**src/rtl/hidden_layer_if.sv**
```systemverilog
// Bus bundle for hidden_layer: evaluation control, input vector,
// per-neuron bias/weight fetch, and the packed neuron results.
interface hidden_layer_if #(
  parameter int N_NEURON = 10,
  parameter int N_IN     = 4
);
  logic                  start;
  logic [8*N_IN-1:0]     in_vec;
  logic [7:0]            b;
  logic [7:0]            w;
  logic [3:0]            neuron_idx;
  logic [2:0]            tap_idx;
  logic                  busy;
  logic [8*N_NEURON-1:0] outreg;
  logic                  done;

  modport master (
    output start, in_vec, b, w,
    input  neuron_idx, tap_idx, busy, outreg, done
  );

  modport slave (
    input  start, in_vec, b, w,
    output neuron_idx, tap_idx, busy, outreg, done
  );
endinterface

```
**src/rtl/hidden_layer.sv**
```systemverilog
// Sequential fully-connected hidden layer: one MAC per cycle, bias/weights
// fetched by index. Define HIDDEN_RELU_EN to clamp results to 0..127 (ReLU).
module hidden_layer #(
  parameter int N_NEURON = 10,
  parameter int N_IN     = 4,
  parameter int SHIFT    = 4
) (
  input logic           clk,
  input logic           rst_n,
  hidden_layer_if.slave bus
);

  // Accumulator wide enough for the bias term and N_IN full-scale products.
  localparam int PROD_MSB = 14 + $clog2(N_IN);
  localparam int BIAS_MSB = 7 + SHIFT;
  localparam int NEED_W   = ((PROD_MSB > BIAS_MSB) ? PROD_MSB : BIAS_MSB) + 2;
  localparam int ACC_W    = (NEED_W > 19) ? NEED_W : 19;

  localparam logic signed [ACC_W-1:0] POS_MAX = ACC_W'(127);
  localparam logic signed [ACC_W-1:0] NEG_MIN = ACC_W'(-128);

  typedef enum logic [2:0] {IDLE, BIAS, MAC, STORE, DONE} state_t;

  state_t state, state_nxt;

  logic [8*N_IN-1:0]       in_lat;
  logic [8*N_NEURON-1:0]   outreg;
  logic signed [ACC_W-1:0] acc;
  logic                    done;
  logic [3:0]              nidx;
  logic [2:0]              tidx;

  logic signed [7:0]       tap_x;
  logic signed [15:0]      prod;
  logic signed [ACC_W-1:0] prod_ext;
  logic signed [ACC_W-1:0] bias_ext;
  logic signed [ACC_W-1:0] shifted;
  logic [7:0]              clamped;
  logic                    last_tap;
  logic                    last_neuron;

  assign last_tap    = (tidx == 3'(N_IN - 1));
  assign last_neuron = (nidx == 4'(N_NEURON - 1));

  assign tap_x    = in_lat[int'(tidx)*8 +: 8];
  assign prod     = $signed(bus.w) * tap_x;
  assign prod_ext = ACC_W'(prod);
  assign bias_ext = ACC_W'($signed(bus.b)) <<< SHIFT;
  assign shifted  = acc >>> SHIFT;

  // NOTE: every branch of an always_comb must see an assignment, so a default
  // goes first; otherwise a latch is inferred to hold the old value.
  always_comb begin
    clamped = shifted[7:0];
    if (shifted > POS_MAX) begin
      clamped = 8'h7F;
`ifdef HIDDEN_RELU_EN
    end else if (shifted < '0) begin
      clamped = 8'h00;
`else
    end else if (shifted < NEG_MIN) begin
      clamped = 8'h80;
`endif
    end
  end

  // NOTE: sequential state uses non-blocking assignments so every flop samples
  // pre-edge values regardless of statement order.
  always_ff @(posedge clk or negedge rst_n) begin
    if (!rst_n) state <= IDLE;
    else        state <= state_nxt;
  end

  always_comb begin
    state_nxt = state;
    case (state)
      IDLE, DONE: if (bus.start) state_nxt = BIAS;
      BIAS:       state_nxt = MAC;
      MAC:        if (last_tap) state_nxt = STORE;
      STORE:      state_nxt = last_neuron ? DONE : BIAS;
      default:    state_nxt = IDLE;
    endcase
  end

  // NOTE: outreg is a flop vector, not a RAM macro, so it is cleared by reset;
  // this guarantees no stale partial result survives an aborted run.
  always_ff @(posedge clk or negedge rst_n) begin
    if (!rst_n) begin
      in_lat <= '0;
      outreg <= '0;
      acc    <= '0;
      done   <= 1'b0;
      nidx   <= '0;
      tidx   <= '0;
    end else begin
      case (state)
        IDLE, DONE: begin
          if (bus.start) begin
            in_lat <= bus.in_vec;
            outreg <= '0;
            done   <= 1'b0;
            nidx   <= '0;
            tidx   <= '0;
          end
        end
        BIAS: begin
          acc  <= bias_ext;
          tidx <= '0;
        end
        MAC: begin
          acc  <= acc + prod_ext;
          tidx <= last_tap ? 3'd0 : tidx + 3'd1;
        end
        STORE: begin
          outreg[int'(nidx)*8 +: 8] <= clamped;
          if (last_neuron) done <= 1'b1;
          else             nidx <= nidx + 4'd1;
        end
        default: ;
      endcase
    end
  end

  assign bus.busy       = (state == BIAS) || (state == MAC) || (state == STORE);
  assign bus.done       = done;
  assign bus.outreg     = outreg;
  assign bus.neuron_idx = nidx;
  assign bus.tap_idx    = tidx;

endmodule

```
**src/flat_wrapper.sv**
```systemverilog
// flat-port wrapper written by rule: the top's interface ports become plain ports
module hidden_layer_flat 
#(
  parameter int N_NEURON = 10,
  parameter int N_IN     = 4,
  parameter int SHIFT    = 4
)
  (clk, rst_n, bus_start, bus_in_vec, bus_b, bus_w, bus_neuron_idx, bus_tap_idx, bus_busy, bus_outreg, bus_done);
  hidden_layer_if #(.N_NEURON(N_NEURON), .N_IN(N_IN)) bus_i ();
  input logic clk;
  input logic rst_n;
  input wire logic [$bits(bus_i.start)-1:0] bus_start;
  input wire logic [$bits(bus_i.in_vec)-1:0] bus_in_vec;
  input wire logic [$bits(bus_i.b)-1:0] bus_b;
  input wire logic [$bits(bus_i.w)-1:0] bus_w;
  output wire logic [$bits(bus_i.neuron_idx)-1:0] bus_neuron_idx;
  output wire logic [$bits(bus_i.tap_idx)-1:0] bus_tap_idx;
  output wire logic [$bits(bus_i.busy)-1:0] bus_busy;
  output wire logic [$bits(bus_i.outreg)-1:0] bus_outreg;
  output wire logic [$bits(bus_i.done)-1:0] bus_done;
  assign bus_i.start = bus_start;
  assign bus_i.in_vec = bus_in_vec;
  assign bus_i.b = bus_b;
  assign bus_i.w = bus_w;
  assign bus_neuron_idx = bus_i.neuron_idx;
  assign bus_tap_idx = bus_i.tap_idx;
  assign bus_busy = bus_i.busy;
  assign bus_outreg = bus_i.outreg;
  assign bus_done = bus_i.done;
  hidden_layer #(.N_NEURON(N_NEURON), .N_IN(N_IN), .SHIFT(SHIFT)) u_core (.clk(clk), .rst_n(rst_n), .bus(bus_i));
endmodule
```
**config.mk**
```make
export PLATFORM = sky130hd
export DESIGN_NAME = hidden_layer_flat
export DESIGN_NICKNAME = d
export VERILOG_FILES = /design/src/rtl/hidden_layer_if.sv /design/src/rtl/hidden_layer.sv /design/src/flat_wrapper.sv
export SDC_FILE = /design/constraint.sdc
export NUM_CORES = 1
export LEC_CHECK = 0
export ABC_AREA = 1
export ABC_CLOCK_PERIOD_IN_PS = 7500
export BUFFER_PORTS_ARGS = -buffer_cell sky130_fd_sc_hd__buf_2
export CAP_MARGIN = 20
export CORE_UTILIZATION = 42
export DETAILED_ROUTE_END_ITERATION = 6
export GPL_ROUTABILITY_DRIVEN = 1
export GPL_TIMING_DRIVEN = 0
export SETUP_SLACK_MARGIN = 0.2
export SYNTH_ARGS = -nofsm -noshare
export SYNTH_HDL_FRONTEND = slang
export SYNTH_SLANG_ARGS = --single-unit
```
**constraint.sdc**
```tcl
create_clock -name clk -period 7.5 [get_ports clk]
set_clock_uncertainty 0.15 [all_clocks]
set_input_delay 1.5 -clock clk [delete_from_list [all_inputs] [get_ports clk]]
set_output_delay 1.5 -clock clk [all_outputs]
set_load 0.005 [all_outputs]
```
==> results.toml <==
[global_routing]
grt_max_degree = 78
grt_overflow_total = 0
grt_pass1_vias = 8233
grt_pass1_wl_mm = 42.1
grtUsageTotal_pct = 22.3
grt_antenna_before_repair = 0

[synth]
synth.distinct_cells = 39
ys_seq_area_share_pct = 35.6
synth_area_um2 = 9970
avgSynthCellArea_um2 = 8.09
synthSimpleGateAreaFrac_pct = 27.4
synth_edf_count = 0
synth_compound_area_share_pct = 5.00
synthXorXnorAreaFrac_pct = 0.803
synth_fa_ha_area_share_pct = 23.0
async_flop_share_pct = 100
netlist_instances = 1232
synthMuxAreaShare_pct = 0
yosysWarnings = 0
synth_top_family_by_area = "simple AND/OR/NAND/NOR gates"
ys_seq_elements = 142
synth_nets = 1416
synthFlopType = "dfrtp_1"

[floorplan]
fp-row-count = 56
die_area_um2 = 24400
pin_count = 140
core_area_um2 = 23400
floorplan.initialDensity_pct = 42.6
die_w_um = 156
fp.dieH_um = 156

[clock_network]
cts_buffer_depth = 2
clk_latency_ns = 0.42
root_buffer = "clkbuf_16"
cts_buffers = 17
cts_hold_buf = 0
htree_levels = 4
ctsResizeCount = 0
cts_tree = "yes"
clk_pin_slew_worst_paths_ns = 0.07
cts.sinks = 142
post_cts_buffers = 0

[sta]
max_slew_margin_pct = 54.8
rsz0062_at_grt = "no"
worst_pin_slew_ns = 0.677
tns_ns = 0
maxClockFrequency_mhz = 162
setup_violations = 0
final.min_clock_period_ns = 6.16
final_max_slew_viol_count = 0
post-route-period-util_pct = 82.2
final-hold-violation-count = 0

[drt]
dr_total_vias = 8371
drtIter0Drc = 606
ant_nets = 0
wl_per_cell_um = 14.9
drcViolationCount = 0
finalWirelength_mm = 25.7
first_pass_iters = 5
viasPerCell = 4.85

[worst_setup_path]
startpoint = "u_core.bus.tap_idx[0]"
cp_data_arrival_time_ns = 6.33
crit_top_cell = "nand2_1"
cp.required_ns = 7.67
critPathLaunchType = "flop"
critPathKind = "flop to flop"
crit_fanout = 10
timing.rr.start = "u_core.bus.tap_idx[0]"
crit_path_end_kind = "flop"
slowest_delay_ns = 0.76
critPathSlowestCell = "fa_1"

[finish]
num_antenna_cells = 0
fill_cells = 2346
layout-drive-gt1-share_pct = 15.7
design_area_um2 = 11700
syn2layout_area_growth_pct = 17.7
fin_nets = 1577

[place]
gp_congestion = 0.882
port_buffers = 139
dp_hpwl_mm = 20.0
postPlaceCellArea_um2 = 11100

[outcome]
outcome = "finished, final reports clean"

[worst_hold_path]
min_from = "u_core.bus.outreg[63]"
hp-class = "flop to flop"

[job]
max_cap_violations = 0
[path summary, 6_finish.rpt]
| kind | end | slack, ns | cells after the start |
|---|---|---|---|
| min in group asynchronous | u_core.bus.outreg[26] | 0.91 | 1 |
| max | u_core.acc[18] | 1.34 | 25 |
| min reg2reg | u_core.bus.outreg[63] | 0.32 | 2 |
| max reg2reg | u_core.acc[18] | 1.34 | 25 |
| min | u_core.bus.outreg[63] | 0.32 | 2 |
| max in group asynchronous | u_core.bus.outreg[3] | 5.48 | 2 |
[routing by layer]
layer  wire length [um]  global-route usage, %
met3               1540                   4.06
met1              11600                   30.3
met5                  0                      0
met4                279                   5.37
met2              12300                   36.8
[Yosys cell counts (3+ instances only)]
cell	count	area [um2]
o21ai_0	44	220
o21ai_1	10	50.1
nor2_4	6	67.6
nor2_1	105	394
nand3_1	90	450
inv_1	168	631
buf_2	8	40.0
nand3_2	7	70.1
nand2_2	3	18.8
clkbuf_1	13	48.8
buf_6	3	33.8
fa_1	84	1680
buf_1	3	11.3
inv_2	9	33.8
dfrtp_1	142	3550
a21oi_1	23	115
ha_1	49	613
nand4_1	5	31.3
o22ai_1	11	68.8
xor2_1	4	35.0
nand2_1	421	1580
[worst max-delay path, delay by kind of cell, from the launching register on]
| kind | cells | cell delay [ns] |
|---|---|---|
| AOI/OAI and AO/OA | 1 | 0.26 |
| adders and majority gates | 6 | 3.10 |
| buffers and inverters | 7 | 1.03 |
| DFF | 1 | 0.42 |
| and+or+nand+nor | 11 | 1.10 |
[sequential cells by signal, indices dropped and copies added, names as in the netlist]
| signal | cells |
|---|---|
| u_core.acc | 19 |
| u_core.bus.done | 1 |
| u_core.bus.neuron_idx | 4 |
| u_core.bus.outreg | 80 |
| u_core.bus.tap_idx | 3 |
| u_core.in_lat | 32 |
| u_core.state | 3 |
[through the flow]
stage / setup WS (ns) / utilization, % / std cells / hold slack (ns)
after floorplan: 1.34 / - / 1232 / 0.294
after global placement: 0.645 / 47.3 / 1690 / 0.300
after detailed placement: 0.619 / 47.4 / 1692 / 0.304
after CTS: 0.923 / 50.1 / 1724 / 0.322
after global routing: 0.852 / 50.1 / 1725 / 0.341
final: 1.34 / 50.1 / 1725 / 0.319
[kinds of logic after synthesis]
kind of cell    after synthesis
xor+xnor                      7
buf+inv                     207
flops                       142
compound gates               94
fa+ha+maj                   133
simple gates                649
[layout by cell type (no fill, tap or decap), types with 9 or more instances in the layout]
cell | Yosys | layout
dfrtp_1 | 142 | 142
o22ai_1 | 11 | 11
ha_1 | 49 | 49
fa_1 | 84 | 84
clkbuf_16 | 0 | 17
nor2_1 | 105 | 105
buf_2 | 8 | 146
clkbuf_1 | 13 | 13
a21oi_1 | 23 | 23
nand3_1 | 90 | 90
inv_2 | 9 | 9
o21ai_0 | 44 | 44
inv_1 | 168 | 168
nand2_1 | 421 | 421
o21ai_1 | 10 | 10
[cell type report]
type | instances | area [um2] | area share (%)
clock buffers | 17 | 425 | 3.63
clock inverters | 15 | 196 | 1.67
inverters | 180 | 682 | 5.81
plain buffers | 27 | 134 | 1.14
repair buffers | 142 | 744 | 6.34
multi-input cells | 883 | 5600 | 47.7
well taps | 319 | 399 | 3.40
flip-flops and latches | 142 | 3550 | 30.3
Power is not shown: default switching activity piles up to over one toggle a cycle in this logic, so the estimate is an artifact.
